$ cat config.mk
export PLATFORM = sky130hd
export DESIGN_NAME = pwm_multi
export DESIGN_NICKNAME = d
export VERILOG_FILES = /design/src/rtl/pwm_pkg.sv /design/src/rtl/pwm_cnt.sv /design/src/rtl/pwm_multi.sv
export SDC_FILE = /design/constraint.sdc
export NUM_CORES = 1
export LEC_CHECK = 0
export BUFFER_PORTS_ARGS = -buffer_cell sky130_fd_sc_hd__buf_2
export CAP_MARGIN = 30
export CELL_PAD_IN_SITES_DETAIL_PLACEMENT = 1
export CELL_PAD_IN_SITES_GLOBAL_PLACEMENT = 2
export CORE_ASPECT_RATIO = 1.2
export CORE_UTILIZATION = 35
export DETAILED_ROUTE_END_ITERATION = 10
export GPL_TIMING_DRIVEN = 0
export MAX_ROUTING_LAYER = met4
export PLACE_DENSITY = 0.82
export SKIP_LAST_GASP = 1
export SYNTH_ARGS = -nofsm -noshare
export SYNTH_HDL_FRONTEND = slang
export SYNTH_SLANG_ARGS = --single-unit
$ cat constraint.sdc
create_clock -name clk -period 2.48 [get_ports clk]
set_clock_uncertainty 0.2 [all_clocks]
set_input_delay 0.372 -clock clk [delete_from_list [all_inputs] [get_ports clk]]
set_output_delay 0.372 -clock clk [all_outputs]
set_load 0.02 [all_outputs]
$ cat src/rtl/pwm_pkg.sv
`default_nettype none
// ============================================================================
// pwm_pkg -- shared defaults, counter/duty types and counter direction encoding
// Revision: 1.0
// ============================================================================
package pwm_pkg;

    localparam int DEF_WIDTH = 8;
    localparam int DEF_NCH   = 4;

    typedef logic [DEF_WIDTH-1:0] duty_t;
    typedef logic [DEF_WIDTH-1:0] cnt_t;

    typedef enum logic [0:0] {
        DIR_UP   = 1'b0,
        DIR_DOWN = 1'b1
    } dir_e;

endpackage : pwm_pkg
`default_nettype wire

$ cat src/rtl/pwm_cnt.sv
`default_nettype none
// ============================================================================
// pwm_cnt -- period counter shared by all channels; flags the active-load cycle.
// PWM_CENTER_ALIGN_EN selects up/down counting with the load at the valley.
// Revision: 1.0
// ============================================================================
module pwm_cnt
    import pwm_pkg::*;
#(
    parameter int WIDTH = DEF_WIDTH
) (
    input  logic             clk,
    input  logic             rst_n,
    input  logic             en,
    output logic [WIDTH-1:0] cnt,
    output logic             load,
    output logic             bypass
);

    localparam logic [WIDTH-1:0] CNT_ZERO = '0;
    localparam logic [WIDTH-1:0] CNT_ONE  = WIDTH'(1);
    localparam logic [WIDTH-1:0] CNT_MAX  = '1;

    logic [WIDTH-1:0] cnt_nxt;

`ifdef PWM_CENTER_ALIGN_EN

    dir_e dir;
    dir_e dir_nxt;

    always_ff @(posedge clk or negedge rst_n) begin
        if (!rst_n) begin
            dir <= DIR_UP;
            cnt <= CNT_ZERO;
        end else begin
            dir <= dir_nxt;
            cnt <= cnt_nxt;
        end
    end

    // Up 0..MAX, then down to 1; the next 0 opens a new period.
    always_comb begin
        dir_nxt = dir;
        cnt_nxt = cnt;
        if (!en) begin
            dir_nxt = DIR_UP;
            cnt_nxt = CNT_ZERO;
        end else if (dir == DIR_UP) begin
            if (cnt == CNT_MAX) begin
                dir_nxt = DIR_DOWN;
                cnt_nxt = cnt - CNT_ONE;
            end else begin
                cnt_nxt = cnt + CNT_ONE;
            end
        end else begin
            cnt_nxt = cnt - CNT_ONE;
            if (cnt == CNT_ONE) begin
                dir_nxt = DIR_UP;
            end
        end
    end

    // The valley is both the load point and the first compared sample.
    always_comb begin
        load   = en && (cnt == CNT_ZERO);
        bypass = load;
    end

`else

    logic run;

    always_ff @(posedge clk or negedge rst_n) begin
        if (!rst_n) begin
            run <= 1'b0;
            cnt <= CNT_ZERO;
        end else begin
            run <= en;
            cnt <= cnt_nxt;
        end
    end

    always_comb begin
        cnt_nxt = CNT_ZERO;
        if (en) begin
            cnt_nxt = cnt + CNT_ONE;
        end
    end

    // First enabled cycle compares against the freshly loaded value directly.
    always_comb begin
        load   = en && ((cnt == CNT_MAX) || !run);
        bypass = en && !run;
    end

`endif

endmodule : pwm_cnt
`default_nettype wire

$ cat src/rtl/pwm_multi.sv
`default_nettype none
// ============================================================================
// pwm_multi -- NCH-channel PWM with shadowed duty words updated at period bounds.
// PWM_CENTER_ALIGN_EN enables centre-aligned (up/down) operation.
// Revision: 1.0
// ============================================================================
module pwm_multi
    import pwm_pkg::*;
#(
    parameter int WIDTH = DEF_WIDTH,
    parameter int NCH   = DEF_NCH
) (
    input  logic                 clk,
    input  logic                 rst_n,
    input  logic                 en,
    input  logic [NCH*WIDTH-1:0] duty,
    input  logic                 duty_vld,
    output logic [NCH-1:0]       PWM_sig,
    output logic                 period_start
);

    localparam logic [WIDTH-1:0] CNT_ZERO = '0;

    logic [WIDTH-1:0] cnt;
    logic [WIDTH-1:0] cmp_cnt;
    logic             load;
    logic             bypass;
    logic [NCH-1:0]   pwm_nxt;

    pwm_cnt #(
        .WIDTH (WIDTH)
    ) u_cnt (
        .clk    (clk),
        .rst_n  (rst_n),
        .en     (en),
        .cnt    (cnt),
        .load   (load),
        .bypass (bypass)
    );

`ifdef PWM_CENTER_ALIGN_EN
    // cnt > MAX-active  <=>  ~cnt < active: pulse centred on the top of the count.
    assign cmp_cnt = ~cnt;
`else
    assign cmp_cnt = cnt;
`endif

    generate
        for (genvar i = 0; i < NCH; i++) begin : g_ch
            logic [WIDTH-1:0] duty_in;
            logic [WIDTH-1:0] shadow;
            logic [WIDTH-1:0] active;
            logic [WIDTH-1:0] load_val;
            logic [WIDTH-1:0] cmp_val;

            assign duty_in  = duty[i*WIDTH +: WIDTH];
            // A strobe on the load cycle goes straight to active.
            assign load_val = duty_vld ? duty_in : shadow;
            assign cmp_val  = bypass ? load_val : active;

            always_ff @(posedge clk or negedge rst_n) begin
                if (!rst_n) begin
                    shadow <= CNT_ZERO;
                    active <= CNT_ZERO;
                end else begin
                    if (duty_vld) begin
                        shadow <= duty_in;
                    end
                    if (load) begin
                        active <= load_val;
                    end
                end
            end

            assign pwm_nxt[i] = (cmp_cnt < cmp_val);
        end
    endgenerate

    always_ff @(posedge clk or negedge rst_n) begin
        if (!rst_n) begin
            PWM_sig      <= '0;
            period_start <= 1'b0;
        end else begin
            PWM_sig      <= en ? pwm_nxt : '0;
            period_start <= en && (cnt == CNT_ZERO);
        end
    end

endmodule : pwm_multi
`default_nettype wire

## After elaboration in Yosys (flattened, before gate mapping)

Cells that the tools add are included.

- Add/sub/neg operators: 1
- Order comparisons: 4
- Equality and inequality tests: 1
- Multiplexer cells: 10
- Reductions and logical operators: 6

Operators by type and width:

| cell | count |
|---|---|
| $mux W8 | 9 |
| $lt A8 B8 Y1 | 4 |
| $add A8 B1 Y8 const B | 1 |
| $eq A8 B8 Y1 const B | 1 |
| $logic_not A8 Y1 | 1 |
| $mux W4 | 1 |
| $logic_and A1 B1 Y1 | 3 |
| $logic_not A1 Y1 | 1 |
| $logic_or A1 B1 Y1 | 1 |

- Register bits: 78
- Output and inout port bits: 5

## Longest topological paths before layout

- Word-level depth: 5
- Depth in mapped cells: 11

## Hierarchy

From an unflattened synthesis, not the netlist that was laid out.

- Cells, all modules: 387
- Area total of the unflattened synthesis: 3871.2 um^2

Modules (own cells, without submodules):

| module | instances | cells each | area each (um^2) |
|---|---|---|---|
| pwm_multi | 1 | 349 | 3458.3 |
| pwm_cnt | 1 | 38 | 412.9 |

## Worst setup path after synthesis

Ideal clock, no wire load.

- Path kind: input-to-reg
- From: input port duty_vld
- To: register PWM_sig[2]
- Arrival time: 2.129 ns
- Required time: 2.194 ns
- Path slack: 0.065 ns
- Stages: 11
- Path through: buf_2 -> buf_4 -> buf_2 -> mux2i_1 -> nor2_1 -> a21oi_1 -> ha_1 -> a21o_1 -> nand2_1 -> nand4b_1 -> nor3_1

- Longest elaborated chain between the ends: 4

Ends and longest elaborated chain:

| what | RTL line | source |
|---|---|---|
| start, declared | pwm_multi.sv:17 | `input logic duty_vld,` |
| $mux W8 | - |  |
| $mux W8 | pwm_multi.sv:59 | `assign cmp_val = bypass ? load_val : active;` |
| $lt A8 B8 Y1 | pwm_multi.sv:75 | `assign pwm_nxt[i] = (cmp_cnt < cmp_val);` |
| $mux W4 | pwm_multi.sv:84 | `PWM_sig <= en ? pwm_nxt : '0;` |
| end signal, assigned | pwm_multi.sv:84 |  |
| end, declared | pwm_multi.sv:18 | `output logic [NCH-1:0] PWM_sig,` |

Every way passes these cells.
A chain may end at the register's enable or synchronous reset.

## Worst setup path after layout

- From: input port duty_vld
- To: register PWM_sig[1]

The elaborated chain is that of the path after synthesis.

==> impl_results.md <==
- Io pins: 41
- # DRC: 0
- Vias in the first global route: 3123
- Initial DRC Count: 86
- Syn Inst Count: 381
- I/O Buffers: 39
- Dpl cells: 550
- Fmax: 0.425 GHz
- Final Hold Viols: 0
- Setup_tns: 0 ps
- Die height: between 100 and 150 um
- Final nets: 500
- Max VDD drop: roughly 0.26 mV
- Sink Count: between 70 and 80
- Longest Clk Path Bufs: 2
- Antenna diodes: 0
- Mean routed wirelength per cell: 17.3 um
- Finish-stage setup viols: 0
- RSZ-0062 raised after global routing: yes
- Required @ worst endpoint: between 2000 and 3000 ps
- TritonRoute pass-1 iters: 6
- Status: completed
- Post-Syn Area per Cell: roughly 10 sq um
- Layout Cells excl Fill: around 570
- Max Cap Viol: 0
- Placement Rows: 41
- Final slew viol count: 0
- CTS root buffer: clkbuf_16
- CP startpoint kind: input port
- Sequential-to-total area share from yosys stat: 50.0%
- First-pass GRT wire length: roughly 16000 um
- Final Core Density: 44.1%
- Antenna violations before repair: 0
- H-Tree Depth: 3
- Critical path class: in2reg
- Post-synth top area cell: dfrtp_1
- HP Class: in2reg
- Remaining Overflow, GRT: 0
- RePlAce Congestion: just under 0.8
- P_leak: around 2.3 nW
- Final worst-path cycle share: 95.0%
- Layout cells sized above 1: between 20 and 25%
- Later-pin clock latency in the skew report: around 340 ps
- Slew @ Worst Pin: between 400 and 500 ps
- Rel. slew slack: roughly 70%
- Tightest hold margin: ~60 ps
- Pwr dens: about 700 mW/mm^2
- Async SR Flop Fraction: between 90% and 100%
- Arrival time worst endpoint: between 2000 and 2500 ps
- Post-synthesis net count: 447
- Flop2flop setup slack: ~130 ps
- CTS tree: done
- CP Capture Type: flip-flop
- TritonCTS Buffers: 9
- Fill cells: 1202
- Vias per cell: roughly 5.2
- Die area: about 0.012 sq mm
- Worst setup slack after layout: around 120 ps
- Routed WL: 9810 um
- Die width: ~100 um
- Post-synthesis instance area: roughly 0.004 sq mm
- Largest net degree at the start of global routing: 51
- Top-area cell type share of the netlist area: 50.0%
- Final min period: approximately 2400 ps
- Placement-stage worst setup slack: -550 ps
- Antenna Nets Post-Route: 0
- Worst-path fanout max: 10
- Synth area leaders: dfrtp_1 (50%), ha_1 (9.6%), mux2i_1 (8.2%)
- P&R area growth vs syn: 20.6%
- Flops & latches, synth: between 70 and 80
- Core area: roughly 0.011 sq mm
- Initial core utilization: between 30 and 40%
- Synth cell types: 32
- Number of flops mapped to enable cells by yosys: 0
- GRT Total Usage: between 10% and 20%
- Warnings from Yosys: 0
- Dominant synthesized flop cell: dfrtp_1
- Hpwl dp: 6900 um
- DR vias: approximately 3000
- Clock Pin Slew Worst Setup and Hold Paths: 60 ps
-- report_power, final --
group          switching, mW  leakage (nW)  internal [mW]
Sequential            0.0755         0.910           1.42
Combinational          0.297          1.26          0.221
Clock                  0.522         0.152          0.829
-- critical path, stage by stage --
cell and delay (ps):
buf_2 140, buf_4 250, buf_4 260, mux2i_1 330, nor2_1 70, a21oi_1 150, ha_1 280, nand4_1 130
nor2_1 70, o31a_1 110, nor3_2 230
-- Yosys cell counts, types with 5 or more instances --
master / count
dfrtp_1: 78
nor2_1: 65
a21oi_1: 60
mux2i_1: 32
inv_1: 31
ha_1: 30
buf_2: 10
nand4_1: 8
mux2_2: 6
nand2_1: 6
and2_1: 5
nor3_1: 5
-- path summary, 6_finish.rpt --
check / start / end / cells past startpoint
max reg2reg: u_cnt.run$_DFF_PN0_ / PWM_sig[3]$_DFF_PN0_ / 11
max in group asynchronous: rst_n / g_ch[1].active[0]$_DFFE_PN0P_ / 3
max: duty_vld / PWM_sig[1]$_DFF_PN0_ / 11
min in group asynchronous: rst_n / g_ch[1].active[3]$_DFFE_PN0P_ / 2
min reg2reg: g_ch[2].active[0]$_DFFE_PN0P_ / g_ch[2].active[0]$_DFFE_PN0P_ / 1
min: en / u_cnt.run$_DFF_PN0_ / 1
-- what timing repair did --
action	in CTS	in global routing
resized for setup	6	31
setup endpoints to repair	4	4
hold endpoints to repair	28	0
pin swaps	0	6
hold buffers	1	0
setup buffers	0	1
-- stage by stage --
stage | power (mW) | instance area (sq um)
after floorplan | 1.82 | 3900
after global placement | 1.98 | 4260
after detailed placement | 2.01 | 4290
after CTS | 3.38 | 4610
after global routing | 3.54 | 4710
final | 3.36 | 4710
-- metal layers --
layer,routed length [um],vias to the layer above,share of wire [%],track usage (%)
met5,0,-,0,-
met2,5010,45,51,30.9
li1,-,1409,-,-
met4,168,0,1.7,6.62
met1,4330,1494,44,23.1
met3,310,13,3.2,3.86
-- cell type report --
class / count / area [sq um] / area share [%]
timing repair buffer: 42 / 243 / 5.16
sequential: 78 / 1950 / 41.5
tap: 129 / 161 / 3.43
buffer: 18 / 130 / 2.76
clock inverter: 4 / 45.0 / 0.957
multi-input combinational: 254 / 1800 / 38.3
clock buffer: 12 / 256 / 5.45
inverter: 31 / 116 / 2.47
-- sequential cells by signal, summed over array words and instances (netlist names) --
name          count
PWM_sig           4
g_ch.active      32
g_ch.shadow      32
period_start      1
u_cnt.cnt         8
u_cnt.run         1
-- kinds of logic after synthesis --
family,synth area share (%)
buffers and inverters,5.42
adder cells (fa/ha/maj),9.62
multiplexers,10.5
AO/OA/AOI/OAI,11.3
AND/OR/NAND/NOR,12.2
flip-flops,50.0
XOR/XNOR,0.898
-- cells in the final DEF (no fill, tap or decap), types with 2 or more instances in the layout --
master     Yosys  layout
dfrtp_1       78      78
nor2_1        65      64
a21oi_1       60      53
buf_2         10      42
inv_1         31      31
ha_1          30      30
mux2i_1       32      28
buf_4          4      11
clkbuf_16      0       9
nand4_1        8       8
a21oi_2        0       7
nand2_1        6       6
mux2_2         6       6
and2_1         5       5
mux2i_2        0       4
a21o_1         4       4
nand4b_1       4       4
o211ai_1       4       4
o31a_1         4       4
nor3_2         0       4
buf_6          0       3
nand3_1        3       3
clkinv_2       0       3
o21ai_0        2       2
or3_1          2       2
clkbuf_1       3       2
a21boi_0       2       2
xnor2_1        2       2
xor2_1         2       2
mux2_1         2       2
clkbuf_8       0       2
No activity file was read; power rests on OpenSTA's default activity.
